===== config.mk =====
export PLATFORM = sky130hd
export DESIGN_NAME = param_counter
export DESIGN_NICKNAME = d
export VERILOG_FILES = /design/src/rtl/param_counter_pkg.sv /design/src/rtl/param_counter_next.sv /design/src/rtl/param_counter.sv
export SDC_FILE = /design/constraint.sdc
export NUM_CORES = 1
export LEC_CHECK = 0
export ABC_AREA = 1
export CAP_MARGIN = 25
export CORE_MARGIN = 2
export CORE_UTILIZATION = 59
export CTS_CLUSTER_DIAMETER = 30
export DETAILED_ROUTE_END_ITERATION = 10
export GPL_ROUTABILITY_DRIVEN = 0
export GPL_TIMING_DRIVEN = 0
export PLACE_DENSITY = 0.81
export RECOVER_POWER = 50
export SLEW_MARGIN = 20
export SYNTH_ARGS = -nofsm -noshare
export SYNTH_HDL_FRONTEND = slang
export SYNTH_SLANG_ARGS = --single-unit

===== constraint.sdc =====
create_clock -name _m_clk -period 3.7 [get_ports _m_clk]
set_input_delay 0.555 -clock _m_clk [delete_from_list [all_inputs] [get_ports _m_clk]]
set_output_delay 0.555 -clock _m_clk [all_outputs]
set_load 0.005 [all_outputs]

===== src/rtl/param_counter_pkg.sv =====
// Shared constants for the parameterised up/down counter.
// Mode and direction encodings are used by both the step logic and the top.
package param_counter_pkg;

    localparam logic MODE_WRAP     = 1'b0;
    localparam logic MODE_SATURATE = 1'b1;

    localparam logic DIR_DOWN = 1'b0;
    localparam logic DIR_UP   = 1'b1;

endpackage


===== src/rtl/param_counter_next.sv =====
// Combinational step logic: next count and boundary flag for one enabled step,
// assuming the current count is already within 0..max.
module param_counter_next
    import param_counter_pkg::*;
#(
    parameter int WIDTH = 8
) (
    input  logic [WIDTH-1:0] count,
    input  logic [WIDTH-1:0] max,
    input  logic [WIDTH-1:0] step,
    input  logic             up,
    input  logic             mode,
    output logic [WIDTH-1:0] next_count,
    output logic             wrap
);

    logic [WIDTH:0] count_x;
    logic [WIDTH:0] max_x;
    logic [WIDTH:0] step_x;
    logic [WIDTH:0] limit;
    logic [WIDTH:0] step_eff;
    logic [WIDTH:0] sum;
    logic [WIDTH:0] result;

    // One extra bit keeps max+1 and count+step from overflowing at full range.
    always_comb begin
        count_x  = {1'b0, count};
        max_x    = {1'b0, max};
        step_x   = {1'b0, step};
        limit    = max_x + {{WIDTH{1'b0}}, 1'b1};
        step_eff = (step_x < limit) ? step_x : limit;
        sum      = count_x + step_eff;
        result   = count_x;
        wrap     = 1'b0;

        if (step_eff == '0) begin
            result = count_x;
        end else if (up == DIR_UP) begin
            if (sum <= max_x) begin
                result = sum;
            end else begin
                wrap   = 1'b1;
                result = (mode == MODE_WRAP) ? (sum - limit) : max_x;
            end
        end else begin
            if (count_x >= step_eff) begin
                result = count_x - step_eff;
            end else begin
                wrap   = 1'b1;
                result = (mode == MODE_WRAP) ? (count_x + limit - step_eff) : '0;
            end
        end

        next_count = WIDTH'(result);
    end

endmodule


===== src/rtl/param_counter.sv =====
// Registered up/down counter with runtime limit, step, wrap/saturate mode
// and synchronous load; the step arithmetic lives in param_counter_next.
module param_counter
    import param_counter_pkg::*;
#(
    parameter int WIDTH       = 8,
    parameter int RESET_VALUE = 0
) (
    input  logic             _m_clk,
    input  logic             _m_rst,
    input  logic             _m_en,
    input  logic             _m_up,
    input  logic             _m_mode,
    input  logic [WIDTH-1:0] _m_max,
    input  logic [WIDTH-1:0] _m_step,
    input  logic             _m_load,
    input  logic [WIDTH-1:0] _m_load_value,
    output logic [WIDTH-1:0] __output,
    output logic             __output_wrap
);

    logic [WIDTH-1:0] count_q;
    logic [WIDTH-1:0] count_d;
    logic             wrap_q;
    logic             wrap_d;
    logic [WIDTH-1:0] step_count;
    logic             step_wrap;

    param_counter_next #(
        .WIDTH(WIDTH)
    ) u_next (
        .count      (count_q),
        .max        (_m_max),
        .step       (_m_step),
        .up         (_m_up),
        .mode       (_m_mode),
        .next_count (step_count),
        .wrap       (step_wrap)
    );

    // Load beats out-of-range recovery, which beats a normal step; idle clears the flag.
    always_comb begin
        count_d = count_q;
        wrap_d  = 1'b0;
        if (_m_load) begin
            count_d = (_m_load_value > _m_max) ? _m_max : _m_load_value;
        end else if (_m_en && (count_q > _m_max)) begin
            wrap_d  = 1'b1;
            count_d = ((_m_up == DIR_UP) && (_m_mode == MODE_WRAP)) ? '0 : _m_max;
        end else if (_m_en) begin
            count_d = step_count;
            wrap_d  = step_wrap;
        end
    end

    always_ff @(posedge _m_clk or posedge _m_rst) begin
        if (_m_rst) begin
            count_q <= WIDTH'(RESET_VALUE);
            wrap_q  <= 1'b0;
        end else begin
            count_q <= count_d;
            wrap_q  <= wrap_d;
        end
    end

    assign __output      = count_q;
    assign __output_wrap = wrap_q;

endmodule


==> results.cfg <==
[die]
core_region_area_um2 = 5920
rows = 28
num_io_pins = 39
die_h_um = 82.4
initial_core_util_pct = 61.3
dieArea_um2 = 6790
die_w_um = 82.4

[final_layout]
diodes = 0
layout-drive-gt1-share_pct = 21.3
area_growth_pct = 36.2
finalInstanceArea_um2 = 4940
nets = 789
final_cell_mix = nand2_1, inv_1, buf_4
final_common_cell = nand2_1

[setup_path]
slowest_stage = fa_2
end_kind = register
critPathMaxStageDelay_ns = 0.41
cp.required_ns = 3.82
crit_type = in -> reg
cp_max_fo = 6
start_kind = input pin
cpMostUsedCell = nand2_1
crit_arrival_ns = 5.05

[sta]
worst_slew_pin_slew_ns = 0.569
hold_slack_ns = 0.556
timing.final.crit_share_pct = 133
fin_skew_ns = 0.000337
timing.fmax_mhz = 203
setup_violations = 9
slew_headroom_pct = 62.1
setup_slack_ns = -1.23
hold_viol = 0
period_minus_slack_ns = 4.93
rsz0062_at_grt = true
report.final.slew_viol_count = 0

[cts]
htreeDepth = 1
clock_latency_ns = 0.23
cts_buffer_depth = 2
cts_buffers = 3
cts.sinks = 9
root_buffer = clkbuf_8
cts_tree = yes
clkTransAtPathRegs_ns = 0.04
ctsHoldBuffers = 0

[synthesis]
synth_fp_nets = 696
yosysTopAreaCell = ha_1
syn_inst = 597
synth_top_area_share_pct = 20.4
yosys_register_bits = 9
netlist_area_um2 = 3630
synth.distinct_cells = 40
syn_area_per_cell_um2 = 6.08
ys_seq_area_share_pct = 6.21
ys_warn_count = 0
ys_top_cells_by_area = ha_1, nand2_1, inv_1

[global_routing]
overflow = 0
antenna_found_initial = 0
first_global_vias = 4383
grt_start_max_net_pins = 11
grt_use_total_pct = 40.3
grt_pass1_wl_um = 20700

[placement]
post-place-ws_ns = -2.40
port_buffers = 36
dp_hpwl_um = 9210
place_area_um2 = 4190

[routing]
ant_nets = 0
vias_per_cell = 6.19
wire_per_inst_um = 18.4
drt_first_pass_iters = 9
drt_iter0_drc = 523
vias = 4732
drcViolationCount = 1
drt_wl_total_um = 14000

[job]
drv_cap = 0

[run_status]
violations = design-rule violations, negative setup slack
status = finished, violations left

[pwr]
power_density_nw_per_um2 = 857
p_total_uw = 4230
vdd.ir_drop.worst_mv = 0.624
power_leakage_uw = 0.00263

[worst_hold_path]
hold_path.class = in -> reg
## synthesized netlist by cell type, drive strengths merged
cell type / count
clkbuf: 10
nor4: 1
nor3: 4
and2: 1
buf: 3
a31oi: 3
a21boi: 1
or2: 1
o21ai: 46
nor3b: 1
ha: 59
nand4: 23
nand3: 44
o221ai: 2
o21bai: 5
fa: 10
a21o: 2
o31a: 1
a21oi: 31
a41oi: 1
nand2: 178
clkinv: 1
xor2: 9
o21a: 3
o211ai: 5
xnor2: 6
nor2: 36
inv: 99
o31ai: 1
a221oi: 1
dfrtp: 9
## kinds of logic (layout without fill, tap and decap cells)
| group | after synthesis | in the layout | synth area share [%] |
|---|---|---|---|
| simple gates | 289 | 289 | 36.3 |
| buf+inv | 113 | 205 | 12.1 |
| compound gates | 102 | 102 | 16.0 |
| fa+ha+maj | 69 | 69 | 25.9 |
| xor+xnor | 15 | 15 | 3.62 |
| flops | 9 | 9 | 6.21 |
## stage by stage
step	instances	utilization [%]	setup TNS, ns
2_1_floorplan	597	-	-6.92
3_3_place_gp	708	70.7	-20.49
3_5_place_dp	708	70.7	-21.15
4_1_cts	752	80.1	-8.20
5_1_grt	764	83.5	-12.35
6_report	764	83.5	-10.18
## report_power, final
group / switching [µW] / internal, µW
clock network: 38.4 / 75.0
logic: 2210 / 1610
registers: 156 / 143
## sequential cells by signal, summed over array words and instances (netlist names)
name	flops
__output	8
__output_wrap	1
## routing by layer
metal,routed length [µm],share of wire [%],up-vias,track usage (%)
li1,-,-,2150,-
met2,6370,45,341,65.6
met3,1290,9.2,130,9.57
met1,5180,37,2111,45.9
met5,0,0,-,0
met4,1200,8.5,0,28.8
## layout make-up
cell class,instances,area (µm²)
buffer,11,85.1
inverter,100,389
clock buffer,4,45.0
sequential,9,225
tap,75,93.8
fill,418,980
multi-input combinational,475,3280
timing repair buffer,90,820
## worst max-delay path: cells and delay by family
family | cells | cell delay [ns]
buffers and inverters | 8 | 0.74
XOR/XNOR | 1 | 0.16
AO/OA/AOI/OAI | 4 | 0.63
AND/OR/NAND/NOR | 23 | 1.99
adder cells (fa/ha/maj) | 4 | 0.97
## worst paths after layout
check,cells after the start,startpoint,slack (ns),to
max in group asynchronous,2,_m_rst,2.73,__output[0]
min in group asynchronous,2,_m_rst,0.73,__output[1]
worst min-delay path,2,_m_load,0.56,__output_wrap
worst max-delay path,40,_m_max[1],-1.23,__output[0]
worst max register to register,26,__output[0],0.04,__output[0]
worst min register to register,2,__output[7],0.66,__output[7]
## repair_timing
item,4_1_cts,5_1_grt
endpoints found under the setup margin,9,9
pin swaps,36,29
resized for setup,86,31
buffers inserted,40,12
gates cloned,2,0
Power figures use the tool's default switching activity.
